--- src/rtl/bnn_pkg.sv ---
// Shared geometry of the fc_12 binary fully-connected unit and the sequencer state encoding.
package bnn_pkg;

  localparam int FC_N_CH        = 12;
  localparam int FC_WEIGHT_BITS = 144;
  localparam int FC_IN_LEN      = 12;
  localparam int FC_DW          = 16;
  localparam int FC_N_OUT       = 10;
  localparam int FC_OV_TIMEOUT  = 255;

  localparam logic [2:0] ST_IDLE   = 3'd0;
  localparam logic [2:0] ST_LOAD_W = 3'd1;
  localparam logic [2:0] ST_GAP    = 3'd2;
  localparam logic [2:0] ST_FEED   = 3'd3;
  localparam logic [2:0] ST_WAIT_O = 3'd4;
  localparam logic [2:0] ST_DONE   = 3'd5;

  typedef enum logic [2:0] {
    IDLE   = ST_IDLE,
    LOAD_W = ST_LOAD_W,
    GAP    = ST_GAP,
    FEED   = ST_FEED,
    WAIT_O = ST_WAIT_O,
    DONE   = ST_DONE
  } seq_state_e;

  // Index/counter width that stays at least one bit for degenerate sizes.
  function automatic int idx_width(input int n);
    return (n > 1) ? $clog2(n) : 1;
  endfunction

endpackage

--- src/rtl/fc_argmax.sv ---
// Streaming signed max/index tracker; a strict greater-than compare makes ties keep the lower index.
module fc_argmax
  import bnn_pkg::*;
#(
  parameter int DW = FC_DW,
  parameter int IW = 4
) (
  input  logic                 clk,
  input  logic                 rstn,
  input  logic                 clear,
  input  logic                 valid,
  input  logic signed [DW-1:0] value,
  input  logic [IW-1:0]        idx,
  output logic signed [DW-1:0] max_val,
  output logic [IW-1:0]        max_idx
);

  // Clear seeds the most-negative value so an all-negative run still selects a real winner.
  always_ff @(posedge clk) begin
    if (!rstn) begin
      max_val <= '0;
      max_idx <= '0;
    end else if (clear) begin
      max_val <= {1'b1, {(DW-1){1'b0}}};
      max_idx <= '0;
    end else if (valid && (value > max_val)) begin
      max_val <= value;
      max_idx <= idx;
    end
  end

endmodule

--- src/rtl/fc_seq_ctrl.sv ---
// Sequencer for fc_12: per neuron it streams serial weights, then feature words, then captures
// the signed result; after the last neuron it reports the argmax class.
module fc_seq_ctrl
  import bnn_pkg::*;
#(
  parameter int  N_OUT       = FC_N_OUT,
  parameter int  WEIGHT_BITS = FC_WEIGHT_BITS,
  parameter int  IN_LEN      = FC_IN_LEN,
  parameter int  N_CH        = FC_N_CH,
  parameter int  DW          = FC_DW,
  parameter int  OV_TIMEOUT  = FC_OV_TIMEOUT,
  localparam int WA_W        = idx_width(N_OUT * WEIGHT_BITS),
  localparam int FA_W        = idx_width(IN_LEN),
  localparam int IDX_W       = idx_width(N_OUT)
) (
  input  logic                 clk,
  input  logic                 rstn,
  input  logic                 start,
  output logic                 busy,
  output logic                 done,
  output logic                 err,
  output logic                 w_rd,
  output logic [WA_W-1:0]      w_addr,
  input  logic                 w_bit,
  output logic                 f_rd,
  output logic [FA_W-1:0]      f_addr,
  input  logic [N_CH-1:0]      f_data,
  output logic                 fc_weight,
  output logic                 fc_weight_en,
  output logic                 fc_ivalid,
  output logic [N_CH-1:0]      fc_din,
  input  logic                 fc_ovalid,
  input  logic signed [DW-1:0] fc_dout,
  output logic                 res_valid,
  output logic [IDX_W-1:0]     res_idx,
  output logic signed [DW-1:0] res_data,
  output logic [IDX_W-1:0]     class_id,
  output logic signed [DW-1:0] class_max
);

  localparam int BC_W = idx_width(WEIGHT_BITS);
  localparam int TC_W = idx_width(OV_TIMEOUT);

  seq_state_e        state, state_nxt;
  logic [BC_W-1:0]   b_cnt;
  logic [TC_W-1:0]   t_cnt;
  logic [IDX_W-1:0]  n_cnt;
  logic              accept, last_bit, last_feed, last_neuron, ov_hit, timeout;

  assign accept      = (state == IDLE) && start;
  assign last_bit    = (b_cnt == BC_W'(WEIGHT_BITS - 1));
  assign last_feed   = (f_addr == FA_W'(IN_LEN - 1));
  assign last_neuron = (n_cnt == IDX_W'(N_OUT - 1));
  assign ov_hit      = (state == WAIT_O) && fc_ovalid;
  assign timeout     = (state == WAIT_O) && !fc_ovalid && (t_cnt == TC_W'(OV_TIMEOUT - 1));

  // NOTE: flops use non-blocking assignments so every register samples pre-edge values.
  always_ff @(posedge clk) begin
    if (!rstn) state <= IDLE;
    else       state <= state_nxt;
  end

  // NOTE: every output of this block gets a default first, so no path can infer a latch.
  always_comb begin
    state_nxt = state;
    w_rd      = 1'b0;
    f_rd      = 1'b0;
    busy      = 1'b0;
    done      = 1'b0;
    unique case (state)
      IDLE:   if (start) state_nxt = LOAD_W;
      LOAD_W: begin
        w_rd = 1'b1;
        busy = 1'b1;
        if (last_bit) state_nxt = GAP;
      end
      GAP:    begin
        busy      = 1'b1;
        state_nxt = FEED;
      end
      FEED:   begin
        f_rd = 1'b1;
        busy = 1'b1;
        if (last_feed) state_nxt = WAIT_O;
      end
      WAIT_O: begin
        busy = 1'b1;
        if (fc_ovalid)    state_nxt = last_neuron ? DONE : LOAD_W;
        else if (timeout) state_nxt = DONE;
      end
      DONE:   begin
        done      = 1'b1;
        state_nxt = IDLE;
      end
      default: state_nxt = IDLE;
    endcase
  end

  // w_addr runs straight across neurons, so neuron n starts at n*WEIGHT_BITS without a multiply.
  always_ff @(posedge clk) begin
    if (!rstn) begin
      w_addr    <= '0;
      b_cnt     <= '0;
      f_addr    <= '0;
      t_cnt     <= '0;
      n_cnt     <= '0;
      err       <= 1'b0;
      res_valid <= 1'b0;
      res_idx   <= '0;
      res_data  <= '0;
    end else begin
      res_valid <= 1'b0;
      case (state)
        IDLE: if (start) begin
          err    <= 1'b0;
          n_cnt  <= '0;
          w_addr <= '0;
          b_cnt  <= '0;
          f_addr <= '0;
        end
        LOAD_W: begin
          w_addr <= w_addr + 1'b1;
          b_cnt  <= last_bit ? '0 : b_cnt + 1'b1;
        end
        FEED: begin
          f_addr <= last_feed ? '0 : f_addr + 1'b1;
          if (last_feed) t_cnt <= '0;
        end
        WAIT_O: begin
          if (fc_ovalid) begin
            res_valid <= 1'b1;
            res_idx   <= n_cnt;
            res_data  <= fc_dout;
            if (!last_neuron) n_cnt <= n_cnt + 1'b1;
          end else begin
            t_cnt <= t_cnt + 1'b1;
            if (timeout) err <= 1'b1;
          end
        end
        default: ;
      endcase
    end
  end

  // Memory read data lands one cycle after the strobe; the enables are delayed to match it.
  always_ff @(posedge clk) begin
    if (!rstn) begin
      fc_weight_en <= 1'b0;
      fc_ivalid    <= 1'b0;
    end else begin
      fc_weight_en <= w_rd;
      fc_ivalid    <= f_rd;
    end
  end

  // Data is gated by its enable so fc_12 sees quiet lines outside a transfer.
  assign fc_weight = w_bit & fc_weight_en;
  assign fc_din    = fc_ivalid ? f_data : '0;

  fc_argmax #(
    .DW (DW),
    .IW (IDX_W)
  ) u_argmax (
    .clk     (clk),
    .rstn    (rstn),
    .clear   (accept),
    .valid   (ov_hit),
    .value   (fc_dout),
    .idx     (n_cnt),
    .max_val (class_max),
    .max_idx (class_id)
  );

endmodule
--- config.mk ---
export PLATFORM = sky130hd
export DESIGN_NAME = fc_seq_ctrl
export DESIGN_NICKNAME = d
export VERILOG_FILES = /design/src/rtl/bnn_pkg.sv /design/src/rtl/fc_argmax.sv /design/src/rtl/fc_seq_ctrl.sv
export SDC_FILE = /design/constraint.sdc
export NUM_CORES = 1
export LEC_CHECK = 0
export CELL_PAD_IN_SITES_DETAIL_PLACEMENT = 2
export CELL_PAD_IN_SITES_GLOBAL_PLACEMENT = 2
export CORE_MARGIN = 2
export CORE_UTILIZATION = 30
export DETAILED_ROUTE_END_ITERATION = 10
export PLACE_DENSITY = 0.84
export SLEW_MARGIN = 20
export SYNTH_ARGS = -nofsm -noshare
export SYNTH_HDL_FRONTEND = slang
export SYNTH_HIERARCHICAL = 1
export SYNTH_SLANG_ARGS = --single-unit
--- constraint.sdc ---
create_clock -name clk -period 5.45 [get_ports clk]
set_clock_uncertainty 0.2 [all_clocks]
set_input_delay 0.545 -clock clk [delete_from_list [all_inputs] [get_ports clk]]
set_output_delay 0.545 -clock clk [all_outputs]
set_load 0.01 [all_outputs]
==> results of run 1 <==
==> cell usage after synthesis (all sizes together), types with 2 or more instances <==
cell type	n
a211oi	3
a21boi	2
a21o	4
a21oi	65
a22oi	2
a311oi	3
a31oi	12
a41oi	4
and2	15
and3	2
and4	2
buf	19
clkbuf	13
dfxtp	82
ha	23
inv	24
mux2	3
mux2i	2
nand2	68
nand2b	2
nand3	19
nand3b	4
nand4	28
nor2	23
nor2b	2
nor3	3
nor4b	2
o21a	3
o21ai	21
o31ai	22
or2	3
or3	7
or3b	2
or4	4
xnor2	2
==> state kept, by name (all words and copies together) (netlist names), 3 cells and up <==
register,flops
state,3
u_argmax/max_val,16
f_addr,4
u_argmax/max_idx,4
n_cnt,4
res_data,16
res_idx,4
w_addr,11
t_cnt,8
b_cnt,8
==> how the worst min path moves through the flow <==
stage                                          from                        end  depth (start not counted)
after global placement     res_data[7]$_SDFFE_PN0P_   res_data[7]$_SDFFE_PN0P_                          2
after floorplan               t_cnt[5]$_SDFFE_PN0P_      t_cnt[5]$_SDFFE_PN0P_                          2
final                     res_data[12]$_SDFFE_PN0P_  res_data[12]$_SDFFE_PN0P_                          2
after CTS                 res_data[12]$_SDFFE_PN0P_  res_data[12]$_SDFFE_PN0P_                          2
after detailed placement  res_data[12]$_SDFFE_PN0P_  res_data[12]$_SDFFE_PN0P_                          2
after global routing       res_data[5]$_SDFFE_PN0P_   res_data[5]$_SDFFE_PN0P_                          2
==> worst max-delay path: cells and delay by family <==
kind | cells | cell delay [ns]
AO/OA/AOI/OAI | 3 | 1.11
AND/OR/NAND/NOR | 2 | 0.77
buffers and inverters | 2 | 0.84
adder cells (fa/ha/maj) | 1 | 0.45
==> power breakdown <==
group / total, W / leakage [nW] / switching, W / internal (W)
clock network: 0.000571 / 0.131 / 0.000253 / 0.000319
registers: 0.000609 / 0.661 / 0.00000642 / 0.000603
logic: 0.000131 / 1.04 / 0.0000820 / 0.0000494
==> logic make-up after synthesis <==
logic type,share of synthesized area
DFF,0.388
adders and majority gates,0.0680
xor gates and xnor gates,0.00621
and+or+nand+nor,0.233
muxes,0.0127
buffers and inverters,0.0653
AOI/OAI and AO/OA,0.227
==> metal layers <==
layer,vias up,routed length (um)
met5,-,0
met4,0,284
met3,20,469
met2,82,7680
met1,2126,6450
li1,2030,-
==> final cells by class <==
cell class / instances / area [um^2] / area share
clock buffer: 11 / 243 / 0.0429
clock inverter: 5 / 30.0 / 0.00530
timing repair buffer: 112 / 1110 / 0.196
inverter: 25 / 93.8 / 0.0166
multi-input combinational: 370 / 2320 / 0.410
tap: 180 / 225 / 0.0398
sequential: 82 / 1640 / 0.290
==> stage by stage <==
stage                     total power [W]  utilization  hold WS (ns)  worst slack, ns  area (um^2)
final                             0.00131        0.410         0.259             1.79         5660
after global routing              0.00137        0.410         0.281             1.66         5660
after CTS                         0.00133        0.409         0.262             1.80         5660
after detailed placement         0.000753        0.390         0.253             1.50         5390
after global placement           0.000748        0.390         0.241             1.64         5390
after floorplan                  0.000700            -         0.248             2.72         4230
==> qor.csv, run 1 <==
metric;value;unit
gp_congestion;0.777;
vias;4258;
cts_sinks;82;
grt_pass1_wl;23.6;mm
r2r_start;u_argmax/max_val[15]$_SDFFE_PN0P_;
ys_seq_area_frac;0.388;
cp-startpoint;fc_dout[15];
cp-endpoint;u_argmax/max_val[5]$_SDFFE_PP0P_;
reg2reg_to;u_argmax/max_val[5]$_SDFFE_PP0P_;
cpMaxStageDelayCell;o21ai_1;
area_growth;33.8;%
p_per_area;232;mW/mm^2
antenna_left;0;
drc_errors;0;
cp_max_fo;11;
path_class;primary input to flip-flop;
ys_async_sr_fraction;0;
rsz0062_at_grt;no;
instances_no_fill;785;
finalSetupViolations;0;
drt_iter0_drc;198;
worstPathArrival;3.71;ns
post-cts-setup-buffers;0;
final.setup.tns;0;ns
std_cell_rows;43;
postSynthCellCount;509;
cts-hold-fix-buffers;0;
firstDrtPassIters;4;
io_buffers;108;
synth_cell_types;66;
syn_area_per_cell;8.32;um^2
ff2ff_path_depth;8;
p_leak;1.83;nW
grt_pass1_vias;4517;
io_pins;109;
synth_edf_count;0;
cts_htree_levels;3;
crit_path_max_incr_delay;0.79;ns
hpwl;10.7;mm
grt_busiest_layer;met2;
grt_use_total;0.202;
cp_cell_sequence;clkdlybuf4s50_1, ha_1, nand4_1, or4_4, o21ai_1, buf_4, o31ai_1, a21oi_1;
status;finished clean;
syn_area;0.00423;mm^2
yosys.area.top_type_share;0.388;
ir_worst_vdd;0.150;mV
max_slew_margin;0.345;
yosysWarningCount;6;
synth_top_cells_by_area;dfxtp_1, a21oi_1, ha_1;
layout_commonest_cell;clkdlybuf4s50_1;
clockBufferDepth;2;
fin_crit_sh;0.672;
cts-root-buf;clkbuf_16;
cts_resized;0;
cts_made_buffers;9;
regToRegSetupSlack;2.12;ns
slew_violations;0;
insertion_delay;0.35;ns
core_region_area;0.0138;mm^2
antenna_cells;0;
start_util;0.306;
avgRoutedWirePerCell;19.0;um
die_x;123;um
drt_wl_total;14.9;mm
layout_common_cells;clkdlybuf4s50_1, dfxtp_1, nand2_1;
grt_start_max_net_pins;31;
fp.dieH;123;um
layout_min_cycle_time;3.66;ns
drv_cap;0;
finalNetCount;656;
dp.cells;769;
post_route_cells_drive_above_1_share;0.0645;
hold_path_class;flip-flop to flip-flop;
met2_usage;0.362;
syn_nets;565;
crit_required;5.50;ns
die-area;0.0151;mm^2
synthFlopType;dfxtp_1;
worst_slew_pin_slew;0.976;ns
grt_use_met3;0.0293;
ys_ff_latch;82;
via_per_inst;5.42;
startpoint_type;primary input;
antenna_found_initial;0;
timing.fmax;273;MHz
fill_cells;1541;
synth_top_area_cell;dfxtp_1;
grt.met1_usage;0.242;
clkTransAtPathRegs;0.06;ns
cp-end-kind;flip-flop;
hold_viol;0;
cts_tree;built;
overflow;0;
Power figures use the tool's default switching activity.
==> run 2: changes to the inputs <==
Settings changed: CORE_UTILIZATION 30 to 28, PLACE_DENSITY 0.84 to 0.79.
Clock period 5.45 ns to 3.75 ns, I/O delays scaled along.
==> run 2 against run 1 <==
Register-to-register slack lost 1.5 ns. Critical path depth unchanged. Utilization down 1.9 points. Via count about the same. Sequential power rose by 45%.
==> qor.csv, run 2 (synthesis gave the netlist of run 1 again) <==
metric;value;unit;change
core_region_area;0.0146;mm^2;was 0.0138 mm^2
std_cell_rows;44;;was 43
antenna_left;0;;unchanged
io_buffers;108;;unchanged
finish.utilization;0.390;;was 0.410
die_x;127;um;was 123 um
hold_viol;0;;unchanged
r2r_start;u_argmax/max_val[15]$_SDFFE_PN0P_;;unchanged
cts_sinks;82;;unchanged
drc_errors;0;;unchanged
clkTransAtPathRegs;0.06;ns;about the same
hold_path_class;flip-flop to flip-flop;;unchanged
die-area;0.0161;mm^2;was 0.0151 mm^2
min-delay-start;res_data[7]$_SDFFE_PN0P_;;was res_data[12]$_SDFFE_PN0P_
cp-startpoint;fc_dout[15];;unchanged
rsz0062_at_grt;no;;unchanged
pre_cts_slack;0.228;ns;was 1.50 ns
cp_top_family;simple AND/OR/NAND/NOR gates;;was compound AO/OA/AOI/OAI gates
post_route_cells_drive_above_1_share;0.0690;;was 0.0645
cp_cell_sequence;clkdlybuf4s50_1, ha_1, nand4_1, or4_4, a21o_4, a31o_1, nand4_1, a21oi_1;;was clkdlybuf4s50_1, ha_1, nand4_1, or4_4, o21ai_1, buf_4, o31ai_1, a21oi_1
multi_input_area;0.00232;mm^2;unchanged
insertion_delay;0.35;ns;about the same
gp_congestion;0.761;;was 0.777
clockBufferDepth;2;;unchanged
layout_common_cells;clkdlybuf4s50_1, dfxtp_1, nand2_1;;unchanged
cts-hold-fix-buffers;0;;unchanged
layout_min_cycle_time;3.26;ns;
p_per_area;343;mW/mm^2;was 232 mW/mm^2
worst_slew_pin_slew;0.829;ns;was 0.976 ns
final.setup.tns;0;ns;unchanged
drt_iter0_drc;208;;was 198
register_area;0.00164;mm^2;unchanged
firstDrtPassIters;4;;unchanged
cts_resized;0;;unchanged
cts_htree_levels;3;;unchanged
finalNetCount;662;;was 656
area_growth;35.0;%;was 33.8%
post-cts-setup-buffers;0;;unchanged
dp.cells;779;;was 769
post_dp_cell_area;0.00544;mm^2;was 0.00539 mm^2
avgRoutedWirePerCell;19.1;um;was 19.0 um
cts_tree;built;;unchanged
cp_max_fo;20;;was 11
drv_cap;0;;unchanged
finalSetupViolations;0;;unchanged
regToRegSetupSlack;0.59;ns;was 2.12 ns
cp-end-kind;flip-flop;;unchanged
io_pins;109;;unchanged
status;finished clean;;unchanged
setup_ws;0.487;ns;was 1.79 ns
antenna_found_initial;0;;unchanged
startpoint_type;primary input;;unchanged
path_class;primary input to flip-flop;;unchanged
drt_wl_total;15.2;mm;was 14.9 mm
via_per_inst;5.37;;was 5.42
timing.fmax;306;MHz;
hpwl;10.8;mm;was 10.7 mm
cpMaxStageDelayCell;or4_4;;was o21ai_1
p_leak;1.86;nW;was 1.83 nW
design_area;0.00572;mm^2;was 0.00566 mm^2
crit_required;3.74;ns;was 5.50 ns
critPathBufInv;1;;was 2
grt_use_total;0.195;;was 0.202
fin_crit_sh;0.870;;
max_slew_margin;0.439;;was 0.345
reg_top3;res_data x16, u_argmax/max_val x16, w_addr x11;;unchanged
antenna_cells;0;;unchanged
crit_top_cell;nand4_1;;
layout_commonest_cell;clkdlybuf4s50_1;;unchanged
cts_made_buffers;9;;unchanged
grt_pass1_wl;24.9;mm;was 23.6 mm
instances_no_fill;793;;was 785
ir_worst_vdd;0.241;mV;was 0.150 mV
start_util;0.289;;was 0.306
worstPathArrival;3.25;ns;was 3.71 ns
overflow;0;;unchanged
cts-root-buf;clkbuf_16;;unchanged
fp.dieH;127;um;was 123 um
crit_path_max_incr_delay;0.61;ns;was 0.79 ns
vias;4260;;was 4258
grt_pass1_vias;4731;;was 4517
fill_cells;1623;;was 1541
grt_start_max_net_pins;28;;was 31
slew_violations;0;;unchanged
run 2: cell count changes in the layout (fill, tap and decap cells not counted):
cell        delta
buf_4          +6
bufinv_16      +1
clkbuf_1       +1
clkbuf_8       -1
clkinv_2       -2
clkinvlp_4     -1
run 2: layout make-up:
class / instances / share of cell area
multi-input cells: 370 / 0.406
flip-flops and latches: 82 / 0.287
repair buffers: 118 / 0.202
clock buffers: 11 / 0.0407
well taps: 184 / 0.0403
inverters: 25 / 0.0164
clock inverters: 3 / 0.00744
run 2: metrics by stage:
stage | total power (W) | hold slack, ns
finish | 0.00196 | 0.260
global route | 0.00205 | 0.291
CTS | 0.00199 | 0.266
detailed placement | 0.00111 | 0.256
global placement | 0.00110 | 0.241
floorplan | 0.00102 | 0.248
run 2: tightest hold or removal path, cell delays in order, from the launching register on:
cell and delay (ns):
dfxtp_1 0.31, nand2_1 0.05, a21oi_1 0.05
run 2: final timing paths:
check	end	cells after the start
setup reg to reg	u_argmax/max_val[13]$_SDFFE_PP0P_	8
hold reg to reg	res_data[7]$_SDFFE_PN0P_	2
setup / recovery	u_argmax/max_val[13]$_SDFFE_PP0P_	8
hold / removal	res_data[7]$_SDFFE_PN0P_	2
run 2: layer usage:
| metal | GRT usage | up-vias | part of all wire |
|---|---|---|---|
| met4 | 0.0524 | 0 | 0.016 |
| met5 | 0 | - | 0 |
| met1 | 0.228 | 2107 | 0.43 |
| met2 | 0.355 | 90 | 0.52 |
| met3 | 0.0477 | 22 | 0.040 |
| li1 | - | 2041 | - |
run 2: power breakdown:
group / switching, W / total (W) / leakage (nW) / internal (W)
registers: 0.00000899 / 0.000885 / 0.661 / 0.000876
logic: 0.000124 / 0.000202 / 1.07 / 0.0000781
clock network: 0.000366 / 0.000874 / 0.131 / 0.000508
total: 0.000498 / 0.00196 / 1.86 / 0.00146
